$ cat src/rtl/pipelined_reduce_gate_pkg.sv
`default_nettype none
// ============================================================================
// Module      : pipelined_reduce_gate_pkg
// Description : Shared definitions for the pipelined reduction gate.
//               - op_e        : reduction operation encoding (6/7 illegal)
//               - clog_radix  : ceil(log_RADIX(n)), floored at 1 (stage count)
//               - stage_width : operand width entering tree level k
//               - stage_offset: bit offset of level j in the flattened bus
//               - identity_bit: padding value for unused leaves
//               - node_reduce : single tree-node reduction (up to 8 inputs)
//               - is_illegal  : flags in_op values outside the legal set
// Revision    : 1.0 - initial release
// ============================================================================
package pipelined_reduce_gate_pkg;

    typedef enum logic [2:0] {
        OP_AND  = 3'd0,
        OP_NAND = 3'd1,
        OP_OR   = 3'd2,
        OP_NOR  = 3'd3,
        OP_XOR  = 3'd4,
        OP_XNOR = 3'd5
    } op_e;

    localparam int C_OP_W      = 3;
    localparam int C_MAX_RADIX = 8;

    // Smallest s >= 1 with r**s >= n.
    function automatic int clog_radix(input int n, input int r);
        int s;
        int p;
        s = 0;
        p = 1;
        while (p < n) begin
            p = p * r;
            s = s + 1;
        end
        if (s < 1) begin
            s = 1;
        end
        return s;
    endfunction

    // Width after k tree levels: repeated ceil division by the radix.
    function automatic int stage_width(input int n, input int r, input int k);
        int w;
        w = n;
        for (int i = 0; i < k; i++) begin
            w = (w + r - 1) / r;
        end
        return w;
    endfunction

    // All levels (input level 0 through the final 1-bit level) are packed
    // side by side in one vector; this gives the LSB position of level j.
    function automatic int stage_offset(input int n, input int r, input int j);
        int off;
        off = 0;
        for (int i = 0; i < j; i++) begin
            off = off + stage_width(n, r, i);
        end
        return off;
    endfunction

    function automatic logic is_illegal(input logic [C_OP_W-1:0] op);
        return (op > 3'd5);
    endfunction

    // AND-family pads with 1; OR and XOR families pad with 0.
    function automatic logic identity_bit(input logic [C_OP_W-1:0] op);
        return (op == OP_AND) || (op == OP_NAND);
    endfunction

    // Inversion is deliberately not applied here; only the base op.
    function automatic logic node_reduce(input logic [C_MAX_RADIX-1:0] bits,
                                         input logic [C_OP_W-1:0]      op);
        logic res;
        case (op)
            OP_AND, OP_NAND: res = &bits;
            OP_OR,  OP_NOR:  res = |bits;
            default:         res = ^bits;
        endcase
        return res;
    endfunction

endpackage : pipelined_reduce_gate_pkg
`default_nettype wire

$ cat src/rtl/pipelined_reduce_gate_if.sv
`default_nettype none
// ============================================================================
// Module      : pipelined_reduce_gate_if
// Description : Valid/ready handshake bundle for the pipelined reduction gate.
//   in_data  [N_IN] producer -> gate   operand bits
//   in_op    [3]    producer -> gate   operation code
//   in_valid        producer -> gate   in_data/in_op qualified
//   in_ready        gate -> producer   beat accepted this cycle
//   out_data        gate -> consumer   reduction result
//   out_err         gate -> consumer   result from an illegal op
//   out_valid       gate -> consumer   out_data/out_err qualified
//   out_ready       consumer -> gate   result accepted this cycle
//   Modports: master (environment side), slave (gate side).
// Revision    : 1.0 - initial release
// ============================================================================
interface pipelined_reduce_gate_if #(
    parameter int N_IN = 5
) ();
    logic [N_IN-1:0] in_data;
    logic [2:0]      in_op;
    logic            in_valid;
    logic            in_ready;
    logic            out_data;
    logic            out_err;
    logic            out_valid;
    logic            out_ready;

    modport master (
        output in_data, in_op, in_valid, out_ready,
        input  in_ready, out_data, out_err, out_valid
    );

    modport slave (
        input  in_data, in_op, in_valid, out_ready,
        output in_ready, out_data, out_err, out_valid
    );
endinterface : pipelined_reduce_gate_if
`default_nettype wire

$ cat src/rtl/pipelined_reduce_gate_reduce_stage.sv
`default_nettype none
// ============================================================================
// Module      : reduce_stage
// Description : One registered level of the reduction tree. Groups the
//               W_IN input bits into W_OUT nodes of RADIX leaves each,
//               pads the tail with the op identity, reduces each node with
//               the base op and registers the result alongside valid/op/err.
//               The FINAL instance also applies NAND/NOR/XNOR inversion and
//               forces the result to 0 for illegal ops.
//   clk, rst_n          clock, synchronous active-low reset
//   i_en                pipeline advance (hold when 0)
//   i_valid/i_op/i_err  sideband from the previous level
//   i_data  [W_IN]      bits from the previous level
//   o_valid/o_op/o_err  registered sideband
//   o_data  [W_OUT]     registered node results
// Revision    : 1.0 - initial release
// ============================================================================
module reduce_stage
    import pipelined_reduce_gate_pkg::*;
#(
    parameter int W_IN  = 5,
    parameter int W_OUT = 3,
    parameter int RADIX = 2,
    parameter bit FINAL = 1'b0
) (
    input  wire logic              clk,
    input  wire logic              rst_n,
    input  wire logic              i_en,
    input  wire logic              i_valid,
    input  wire logic [C_OP_W-1:0] i_op,
    input  wire logic              i_err,
    input  wire logic [W_IN-1:0]   i_data,
    output logic                   o_valid,
    output logic [C_OP_W-1:0]      o_op,
    output logic                   o_err,
    output logic [W_OUT-1:0]       o_data
);

    localparam int C_W_PAD = W_OUT * RADIX;

    logic [C_W_PAD-1:0]     w_leaves;
    logic [C_MAX_RADIX-1:0] w_bits;
    logic [W_OUT-1:0]       w_node;
    logic [W_OUT-1:0]       w_next;

    logic                   r_valid;
    logic [C_OP_W-1:0]      r_op;
    logic                   r_err;
    logic [W_OUT-1:0]       r_data;

    always_comb begin
        w_leaves             = {C_W_PAD{identity_bit(i_op)}};
        w_leaves[W_IN-1:0]   = i_data;
        w_bits               = '0;
        w_node               = '0;
        for (int g = 0; g < W_OUT; g++) begin
            // Unused node inputs beyond RADIX also take the identity value.
            w_bits              = {C_MAX_RADIX{identity_bit(i_op)}};
            w_bits[RADIX-1:0]   = w_leaves[g*RADIX +: RADIX];
            w_node[g]           = node_reduce(w_bits, i_op);
        end
    end

    generate
        if (FINAL) begin : g_final
            // Legal inverting ops (1,3,5) all have bit 0 set.
            always_comb begin
                w_next = w_node;
                if (i_err) begin
                    w_next = '0;
                end else if (i_op[0]) begin
                    w_next = ~w_node;
                end
            end
        end else begin : g_inner
            always_comb begin
                w_next = w_node;
            end
        end
    endgenerate

    always_ff @(posedge clk) begin
        if (!rst_n) begin
            r_valid <= 1'b0;
            r_op    <= '0;
            r_err   <= 1'b0;
            r_data  <= '0;
        end else if (i_en) begin
            r_valid <= i_valid;
            r_op    <= i_op;
            r_err   <= i_err;
            r_data  <= w_next;
        end
    end

    assign o_valid = r_valid;
    assign o_op    = r_op;
    assign o_err   = r_err;
    assign o_data  = r_data;

endmodule : reduce_stage
`default_nettype wire

$ cat src/rtl/pipelined_reduce_gate.sv
`default_nettype none
// ============================================================================
// Module      : pipelined_reduce_gate
// Description : Pipelined RADIX-ary reduction (AND/NAND/OR/NOR/XOR/XNOR) of
//               N_IN bits with valid/ready flow control. One register stage
//               per tree level, STAGES = max(1, ceil(log_RADIX(N_IN))).
//               All stages advance together when the output slot is empty
//               or being consumed; otherwise the whole pipe holds.
//   clk     sole clock, rising edge
//   rst_n   synchronous active-low reset
//   bus     pipelined_reduce_gate_if.slave (in_* / out_* handshake)
// Revision    : 1.0 - initial release
// ============================================================================
module pipelined_reduce_gate
    import pipelined_reduce_gate_pkg::*;
#(
    parameter int N_IN  = 5,
    parameter int RADIX = 2
) (
    input  wire logic              clk,
    input  wire logic              rst_n,
    pipelined_reduce_gate_if.slave bus
);

    localparam int STAGES    = clog_radix(N_IN, RADIX);
    localparam int C_TOTAL_W = stage_offset(N_IN, RADIX, STAGES + 1);

    // Level 0 is the raw input, level k+1 is the register output of stage k.
    logic [C_TOTAL_W-1:0]            w_data;
    logic [STAGES:0]                 w_valid;
    logic [STAGES:0]                 w_err;
    logic [STAGES:0][C_OP_W-1:0]     w_op;
    logic                            w_adv;

    assign w_adv        = !w_valid[STAGES] || bus.out_ready;
    assign bus.in_ready = w_adv && rst_n;

    assign w_data[N_IN-1:0] = bus.in_data;
    assign w_valid[0]       = bus.in_valid;
    assign w_op[0]          = bus.in_op;
    assign w_err[0]         = is_illegal(bus.in_op);

    generate
        for (genvar k = 0; k < STAGES; k++) begin : g_stage
            localparam int C_W_I   = stage_width(N_IN, RADIX, k);
            localparam int C_W_O   = stage_width(N_IN, RADIX, k + 1);
            localparam int C_OFF_I = stage_offset(N_IN, RADIX, k);
            localparam int C_OFF_O = stage_offset(N_IN, RADIX, k + 1);

            reduce_stage #(
                .W_IN  (C_W_I),
                .W_OUT (C_W_O),
                .RADIX (RADIX),
                .FINAL (k == STAGES - 1)
            ) u_stage (
                .clk     (clk),
                .rst_n   (rst_n),
                .i_en    (w_adv),
                .i_valid (w_valid[k]),
                .i_op    (w_op[k]),
                .i_err   (w_err[k]),
                .i_data  (w_data[C_OFF_I +: C_W_I]),
                .o_valid (w_valid[k+1]),
                .o_op    (w_op[k+1]),
                .o_err   (w_err[k+1]),
                .o_data  (w_data[C_OFF_O +: C_W_O])
            );
        end
    endgenerate

    // The final level is one bit wide and sits at the top of the bus.
    assign bus.out_data  = w_data[C_TOTAL_W-1];
    assign bus.out_err   = w_err[STAGES];
    assign bus.out_valid = w_valid[STAGES];

endmodule : pipelined_reduce_gate
`default_nettype wire

$ cat src/flat_wrapper.sv
// flat-port wrapper written by rule: the top's interface ports become plain ports
module pipelined_reduce_gate_flat import pipelined_reduce_gate_pkg::*;
#(
    parameter int N_IN  = 5,
    parameter int RADIX = 2
)
  (clk, rst_n, bus_in_data, bus_in_op, bus_in_valid, bus_out_ready, bus_in_ready, bus_out_data, bus_out_err, bus_out_valid);
  pipelined_reduce_gate_if #(.N_IN(N_IN)) bus_i ();
  input  wire logic clk;
  input  wire logic rst_n;
  input wire logic [$bits(bus_i.in_data)-1:0] bus_in_data;
  input wire logic [$bits(bus_i.in_op)-1:0] bus_in_op;
  input wire logic [$bits(bus_i.in_valid)-1:0] bus_in_valid;
  input wire logic [$bits(bus_i.out_ready)-1:0] bus_out_ready;
  output wire logic [$bits(bus_i.in_ready)-1:0] bus_in_ready;
  output wire logic [$bits(bus_i.out_data)-1:0] bus_out_data;
  output wire logic [$bits(bus_i.out_err)-1:0] bus_out_err;
  output wire logic [$bits(bus_i.out_valid)-1:0] bus_out_valid;
  assign bus_i.in_data = bus_in_data;
  assign bus_i.in_op = bus_in_op;
  assign bus_i.in_valid = bus_in_valid;
  assign bus_i.out_ready = bus_out_ready;
  assign bus_in_ready = bus_i.in_ready;
  assign bus_out_data = bus_i.out_data;
  assign bus_out_err = bus_i.out_err;
  assign bus_out_valid = bus_i.out_valid;
  pipelined_reduce_gate #(.N_IN(N_IN), .RADIX(RADIX)) u_core (.clk(clk), .rst_n(rst_n), .bus(bus_i));
endmodule
$ cat config.mk
export PLATFORM = sky130hd
export DESIGN_NAME = pipelined_reduce_gate_flat
export DESIGN_NICKNAME = d
export VERILOG_FILES = /design/src/rtl/pipelined_reduce_gate_pkg.sv /design/src/rtl/pipelined_reduce_gate_if.sv /design/src/rtl/pipelined_reduce_gate_reduce_stage.sv /design/src/rtl/pipelined_reduce_gate.sv /design/src/flat_wrapper.sv
export SDC_FILE = /design/constraint.sdc
export NUM_CORES = 1
export LEC_CHECK = 0
export CELL_PAD_IN_SITES_DETAIL_PLACEMENT = 1
export CELL_PAD_IN_SITES_GLOBAL_PLACEMENT = 1
export CORE_UTILIZATION = 35
export CTS_CLUSTER_SIZE = 16
export DETAILED_ROUTE_END_ITERATION = 8
export GPL_TIMING_DRIVEN = 0
export PLACE_DENSITY_LB_ADDON = 0.25
export SKIP_CTS_REPAIR_TIMING = 1
export SYNTH_ARGS = -nofsm -noshare
export SYNTH_HDL_FRONTEND = slang
export SYNTH_HIERARCHICAL = 1
export SYNTH_SLANG_ARGS = --single-unit
$ cat constraint.sdc
create_clock -name clk -period 1.6 [get_ports clk]
set_clock_uncertainty 0.15 [all_clocks]
set_input_delay 0.32 -clock clk [delete_from_list [all_inputs] [get_ports clk]]
set_output_delay 0.32 -clock clk [all_outputs]
set_load 0.02 [all_outputs]
==> summary.txt, run 1 <==
Critical path
  • CP arrival: roughly 1.1 ns
  • Worst Path Class, Setup: flip-flop to primary output
  • Kind of end point of the critical path: primary output
  • CP cell instances: nand2b_4 > and2_4 > buf_6
  • Worst EP required: around 1.1 ns
  • R2R Setup Slk: about 0.16 ns
  • Crit. Startpoint: u_core/g_stage[2].u_stage/o_valid
  • Max incr delay on CP: about 0.40 ns
  • Startpoint type of the worst setup path: flip-flop
  • CP max FO: 5
  • Delay-heaviest family, CP: flip-flops
  • R2R Path End: u_core/g_stage[2].u_stage/o_data
  • Worst-case reg-to-reg path depth: 5
  • CP max-delay cell: dfxtp_1
  • Critical path depth in cells: 3
  • Buf/Inv on CP: 1
  • RR Startpoint: u_core/g_stage[1].u_stage/o_data[0]
  • Crit path to: bus_in_ready

Clocking
  • CTS Buf Count: 3
  • Clock root buffer: clkbuf_4
  • Clock tree sinks: 18
  • Clock Latency Late Sink: about 0.29 ns
  • Clk pin slew, worst setup/hold paths: around 0.10 ns
  • CTS tree: yes
  • Clk buf depth: 2
  • H-Tree Depth: 1

Synth
  • Synthesized area: slightly below 0.001 mm^2
  • Syn avg cell area: 9.691 um^2
  • YS warnings: 6
  • Syn Nets: between 100 and 150
  • Syn Inst Count: 102

Timing
  • Final setup viols: 0
  • Tmin final: around 1.5 ns
  • RSZ-0062 raised after global routing: false
  • Final hold slack: 0.3070 ns
  • F_max: about 650 MHz
  • Worst slew margin: 0.7489
  • Final Hold Viols: 0
  • Slew @ Worst Pin: 0.3766 ns
  • Final Cycle Share: 0.9547
  • Slew Viols, Final: 0

GRT
  • Total grt overflow: 0
  • First-pass GRT wire length: 3091 um
  • Total track usage: 0.1442
  • Number of global-route vias before repair: roughly 740
  • Largest net degree at the start of global routing: 24
  • Initial antenna violation count: 0

Drt
  • Final ANT Viol Nets: 0
  • Detailed-route DRC error count: 0
  • Routed len/inst: around 13 um
  • DR iter-0 viols: 6
  • Via count: a little under 800
  • Vias per cell: between 5 and 6
  • Drt pass-1 iters: 2
  • Final WL: 1938 um

Power
  • Static Leak: roughly 0.00065 uW
  • Pwr Total: ~870 uW
  • Maximum vdd drop: roughly 470 uV
  • Power per cell area: around 720 mW/mm^2

Job
  • Max-cap violations: 0

Die
  • Die ar.: slightly above 0.003 mm^2
  • Die Width: ~55 um
  • Row count: 18
  • Die Y: around 55 um
  • Core Region: roughly 0.0026 mm^2
  • Initial Utilization: 0.3850
  • Ports: 16

Worst hold path
  • Hold Path Depth: 3
  • Hold Path Class: primary input to flip-flop

Layout
  • Area growth syn-to-layout: 22.41%
  • Fill cell total of the finished layout: between 300 and 400
  • Fraction of layout instances using a drive strength above 1: 0.1000
  • Commonest non-fill, non-tap cell in the layout: dfxtp_1
  • Nets@finish: 144
  • # diodes: 0
  • Most frequent cells in the layout: dfxtp_1, mux2i_1, nor2b_1

Placement
  • Post-DP HPWL: 1447 um
  • Port-buffer cells: 15
  • Routability Congestion: approximately 0.67

Run status
  • Status: finished clean
[area by class of cell]
class | instances | area, um^2 | area share
plain buffers | 3 | 21.27 | 0.01758
clock buffers | 3 | 22.52 | 0.01861
inverters | 8 | 30.03 | 0.02482
multi-input cells | 73 | 576.8 | 0.4767
flip-flops and latches | 18 | 360.3 | 0.2978
well taps | 30 | 37.54 | 0.03102
repair buffers | 15 | 161.4 | 0.1334
[state kept, by name (all words and copies together), names as in the netlist]
name and flops:
u_core/g_stage.u_stage/o_data 6, u_core/g_stage.u_stage/o_valid 3, u_core/g_stage.u_stage/o_err 3, u_core/g_stage.u_stage/o_op 6
[how the worst min path moves through the flow]
stage | from | slack [ns] | to
4_1_cts | u_core/g_stage[2].u_stage/o_data | 0.37 | u_core/g_stage[2].u_stage/o_data
3_3_place_gp | u_core/g_stage[2].u_stage/o_data | 0.34 | u_core/g_stage[2].u_stage/o_data
3_5_place_dp | u_core/g_stage[2].u_stage/o_data | 0.34 | u_core/g_stage[2].u_stage/o_data
2_1_floorplan | rst_n | 0.30 | u_core/g_stage[0].u_stage/o_err
6_report | bus_in_op[2] | 0.31 | u_core/g_stage[0].u_stage/o_data[0]
5_1_grt | bus_in_op[2] | 0.33 | u_core/g_stage[0].u_stage/o_data[1]
[report_power, final]
group / total [uW] / internal (uW) / leakage, uW / switching [uW]
combinational: 150 / 83.5 / 0.000492 / 66.5
sequential: 497 / 474 / 0.000148 / 23.0
clock: 220 / 87.5 / 0.0000138 / 132
[metrics by stage]
| step | utilization | setup slack, ns | setup TNS [ns] | std cells | instance area, um^2 |
|---|---|---|---|---|---|
| after floorplan | - | 0.2194 | 0 | 102 | 988.4 |
| after global placement | 0.4581 | -0.9478 | -3.330 | 147 | 1176 |
| after detailed placement | 0.4581 | -0.9580 | -3.694 | 147 | 1176 |
| after CTS | 0.4669 | -0.9748 | -1.504 | 150 | 1199 |
| after global routing | 0.4712 | 0.006839 | 0 | 150 | 1210 |
| final | 0.4712 | 0.07248 | 0 | 150 | 1210 |
[metal layers]
metal,GRT usage,up-vias,share of wire
met3,0.05191,2,0.031
met1,0.1576,368,0.44
met5,0,-,0
met2,0.2610,14,0.51
li1,-,390,-
met4,0.03750,0,0.011
[tightest hold or removal path: stages]
cell	delay, ns
dlymetal6s2s_1	0.22
nand2_1	0.09
a31oi_1	0.07
No activity file was read; power rests on OpenSTA's default activity.
==> inputs of run 2 (changes only) <==
--- a/config.mk
+++ b/config.mk
@@ -11,7 +11,7 @@
 export CTS_CLUSTER_SIZE = 16
 export DETAILED_ROUTE_END_ITERATION = 8
 export GPL_TIMING_DRIVEN = 0
-export PLACE_DENSITY_LB_ADDON = 0.25
+export PLACE_DENSITY_LB_ADDON = 0.1
 export SKIP_CTS_REPAIR_TIMING = 1
 export SYNTH_ARGS = -nofsm -noshare
 export SYNTH_HDL_FRONTEND = slang
==> run 2 against run 1 <==
Compared with the run above:
- clock power grew 30%
- sequential power is essentially flat
- register-to-register slack is essentially flat
- flip-flop and latch count is the same
- worst hold slack lost 0.017 ns
- critical path depth grew 3
- critical endpoint is now u_core/g_stage[0].u_stage/o_data[2]
- largest power group unchanged
==> summary.txt, run 2 (synthesis gave the netlist of run 1 again) <==
Run status
  • Status: finished clean

Timing
  • Final setup viols: 0 (unchanged)
  • RSZ-0062 raised after global routing: false
  • Final Cycle Share: 0.9533 (-0.001383)
  • F_max: 655.6 MHz (+0.15%)
  • Tmin final: 1.525 ns (-0.002213 ns)
  • Final hold slack: 0.2900 ns (-0.01698 ns)
  • Final Hold Viols: 0 (unchanged)
  • Slew @ Worst Pin: 0.3628 ns (-0.01386 ns)
  • Slew Viols, Final: 0 (unchanged)
  • Worst slew margin: 0.7581 (+0.009239)

Die
  • Die Y: 55.14 um (unchanged)
  • Die ar.: 0.003040 mm^2 (unchanged)
  • Core Region: 0.002567 mm^2 (unchanged)
  • Row count: 18 (unchanged)
  • Initial Utilization: 0.3850 (unchanged)
  • Die Width: 55.14 um (unchanged)
  • Ports: 16 (unchanged)

Drt
  • Detailed-route DRC error count: 0 (unchanged)
  • Vias per cell: 5.033 (-2.5%)
  • Routed len/inst: 12.03 um (-6.9%)
  • Drt pass-1 iters: 4 (+2)
  • Via count: 760 (-1.8%)
  • DR iter-0 viols: 4 (-2)
  • Final ANT Viol Nets: 0 (unchanged)
  • Final WL: 1816 um (-6.3%)

Placement
  • Port-buffer cells: 15 (unchanged)
  • Post-DP HPWL: 1408 um (-2.7%)
  • Cells after DPL: 147 (unchanged)
  • Area after DPL: 0.001176 mm^2 (unchanged)
  • Routability Congestion: 0.6732 (+0.66%)

Power
  • Seq pwr share: 0.534 (-0.039)
  • Combinational share of power: 0.159 (-0.014)
  • Maximum vdd drop: 383.7 uV (-18%)
  • Sw frac: 0.2503 (-0.005755)
  • Static Leak: 0.0006529 uW (-0.23%)
  • P_sw: 232.5 uW (+4.8%)
  • Pint: 696.6 uW (+8.0%)
  • Power per cell area: 760.0 mW/mm^2 (+6.1%)
  • Clock share of power: 0.307 (+0.053)

Layout
  • Nets@finish: 144 (unchanged)
  • Fraction of layout instances using a drive strength above 1: 0.1157 (+0.01570)
  • Commonest non-fill, non-tap cell in the layout: dfxtp_1
  • Area growth syn-to-layout: 23.67%
  • # diodes: 0 (unchanged)
  • Layout Cells excl Fill: 151 (+0.67%)
  • Design area: 0.001222 mm^2 (+1.0%)
  • Multi-input logic area: 576.8 um^2 (unchanged)
  • Most frequent cells in the layout: dfxtp_1, mux2i_1, nor2b_1
  • Sequential Area: 361.6 um^2 (+0.35%)
  • Fill cell total of the finished layout: 307 (+0.33%)

Critical path
  • Max incr delay on CP: 0.62 ns (+0.22 ns)
  • CP max-delay cell: clkdlybuf4s50_1
  • CP max FO: 8 (+3)
  • Kind of end point of the critical path: flip-flop
  • Startpoint type of the worst setup path: primary input
  • Worst Path Class, Setup: primary input to flip-flop
  • CP arrival: 1.57 ns (+0.51 ns)
  • RR Startpoint: u_core/g_stage[1].u_stage/o_data[0]
  • Worst EP required: 1.64 ns (+0.51 ns)
  • Buf/Inv on CP: 1 (unchanged)
  • Delay-heaviest family, CP: buffers and inverters
  • Crit. Startpoint: bus_in_op[1]
  • CP cell instances: clkdlybuf4s50_1 > nor2_1 > ha_1 > nand2b_1 > nand3_1 > o21ai_0

Worst hold path
  • Hold Path Class: primary input to flip-flop
  • Hold Path Origin: bus_in_op[2]

Clocking
  • CTS Buf Count: 3 (unchanged)
  • H-Tree Depth: 1 (unchanged)
  • Clock root buffer: clkbuf_4
  • Clock tree sinks: 18 (unchanged)
  • Clock Latency Late Sink: 0.29 ns (about the same)
  • CTS tree: yes
  • Clk buf depth: 2 (unchanged)
  • Clk pin slew, worst setup/hold paths: 0.11 ns (about the same)

GRT
  • Total track usage: 0.1384 (-0.005836)
  • First-pass GRT wire length: 2891 um (-6.5%)
  • Largest net degree at the start of global routing: 24 (unchanged)
  • Total grt overflow: 0 (unchanged)
  • Initial antenna violation count: 0 (unchanged)
  • Number of global-route vias before repair: 707 (-3.9%)

Job
  • Max-cap violations: 0 (unchanged)
## run 2: through the flow
stage / setup TNS, ns / setup slack [ns] / util / power, uW
detailed placement: -3.655 / -0.9685 / 0.4581 / 660.4
CTS: -1.527 / -0.9562 / 0.4722 / 953.7
floorplan: 0 / 0.2194 / - / 589.8
global placement: -3.625 / -0.9789 / 0.4581 / 652.2
global route: 0 / 0.009517 / 0.4761 / 983.8
finish: 0 / 0.07469 / 0.4761 / 929.1
## run 2: path summary, 6_finish.rpt
path / to / slack [ns] / depth (start not counted)
hold / removal: u_core/g_stage[0].u_stage/o_data[1] / 0.29 / 3
setup / recovery: u_core/g_stage[0].u_stage/o_data[2] / 0.07 / 6
setup reg to reg: u_core/g_stage[2].u_stage/o_data / 0.17 / 5
hold reg to reg: u_core/g_stage[2].u_stage/o_data / 0.36 / 2
## run 2: per-layer routing
| layer | global-route usage | share of wire |
|---|---|---|
| met1 | 0.1424 | 0.44 |
| met2 | 0.2510 | 0.52 |
| met3 | 0.02732 | 0.037 |
| met4 | 0.09167 | 0 |
| met5 | 0 | 0 |
## run 2: final cells by class
cell class,count,area share
sequential,18,0.2958
tap,30,0.03071
inverter,8,0.02457
multi-input combinational,73,0.4719
timing repair buffer,15,0.1300
buffer,3,0.01740
clock buffer,4,0.02968
## run 2: worst reg2reg max path: stages (launching register included)
cell      delay [ns]
dfxtp_1         0.38
inv_1           0.06
ha_1            0.19
and2_4          0.15
o311ai_1        0.26
o211ai_2        0.13
## run 2: power groups by stage
stage,clock [uW],combinational [uW],sequential (uW)
3_3_place_gp,0,147,505
5_1_grt,314,170,500
4_1_cts,304,154,496
6_report,286,148,496
2_1_floorplan,0,86.0,504
3_5_place_dp,0,154,507
==> inputs of run 3 (changes only) <==
--- a/config.mk
+++ b/config.mk
@@ -17,3 +17,4 @@
 export SYNTH_HDL_FRONTEND = slang
 export SYNTH_HIERARCHICAL = 1
 export SYNTH_SLANG_ARGS = --single-unit
+export TNS_END_PERCENT = 20
==> results of run 3 <==
No change in the layout: final DEF, timing and power equal those of run 2.
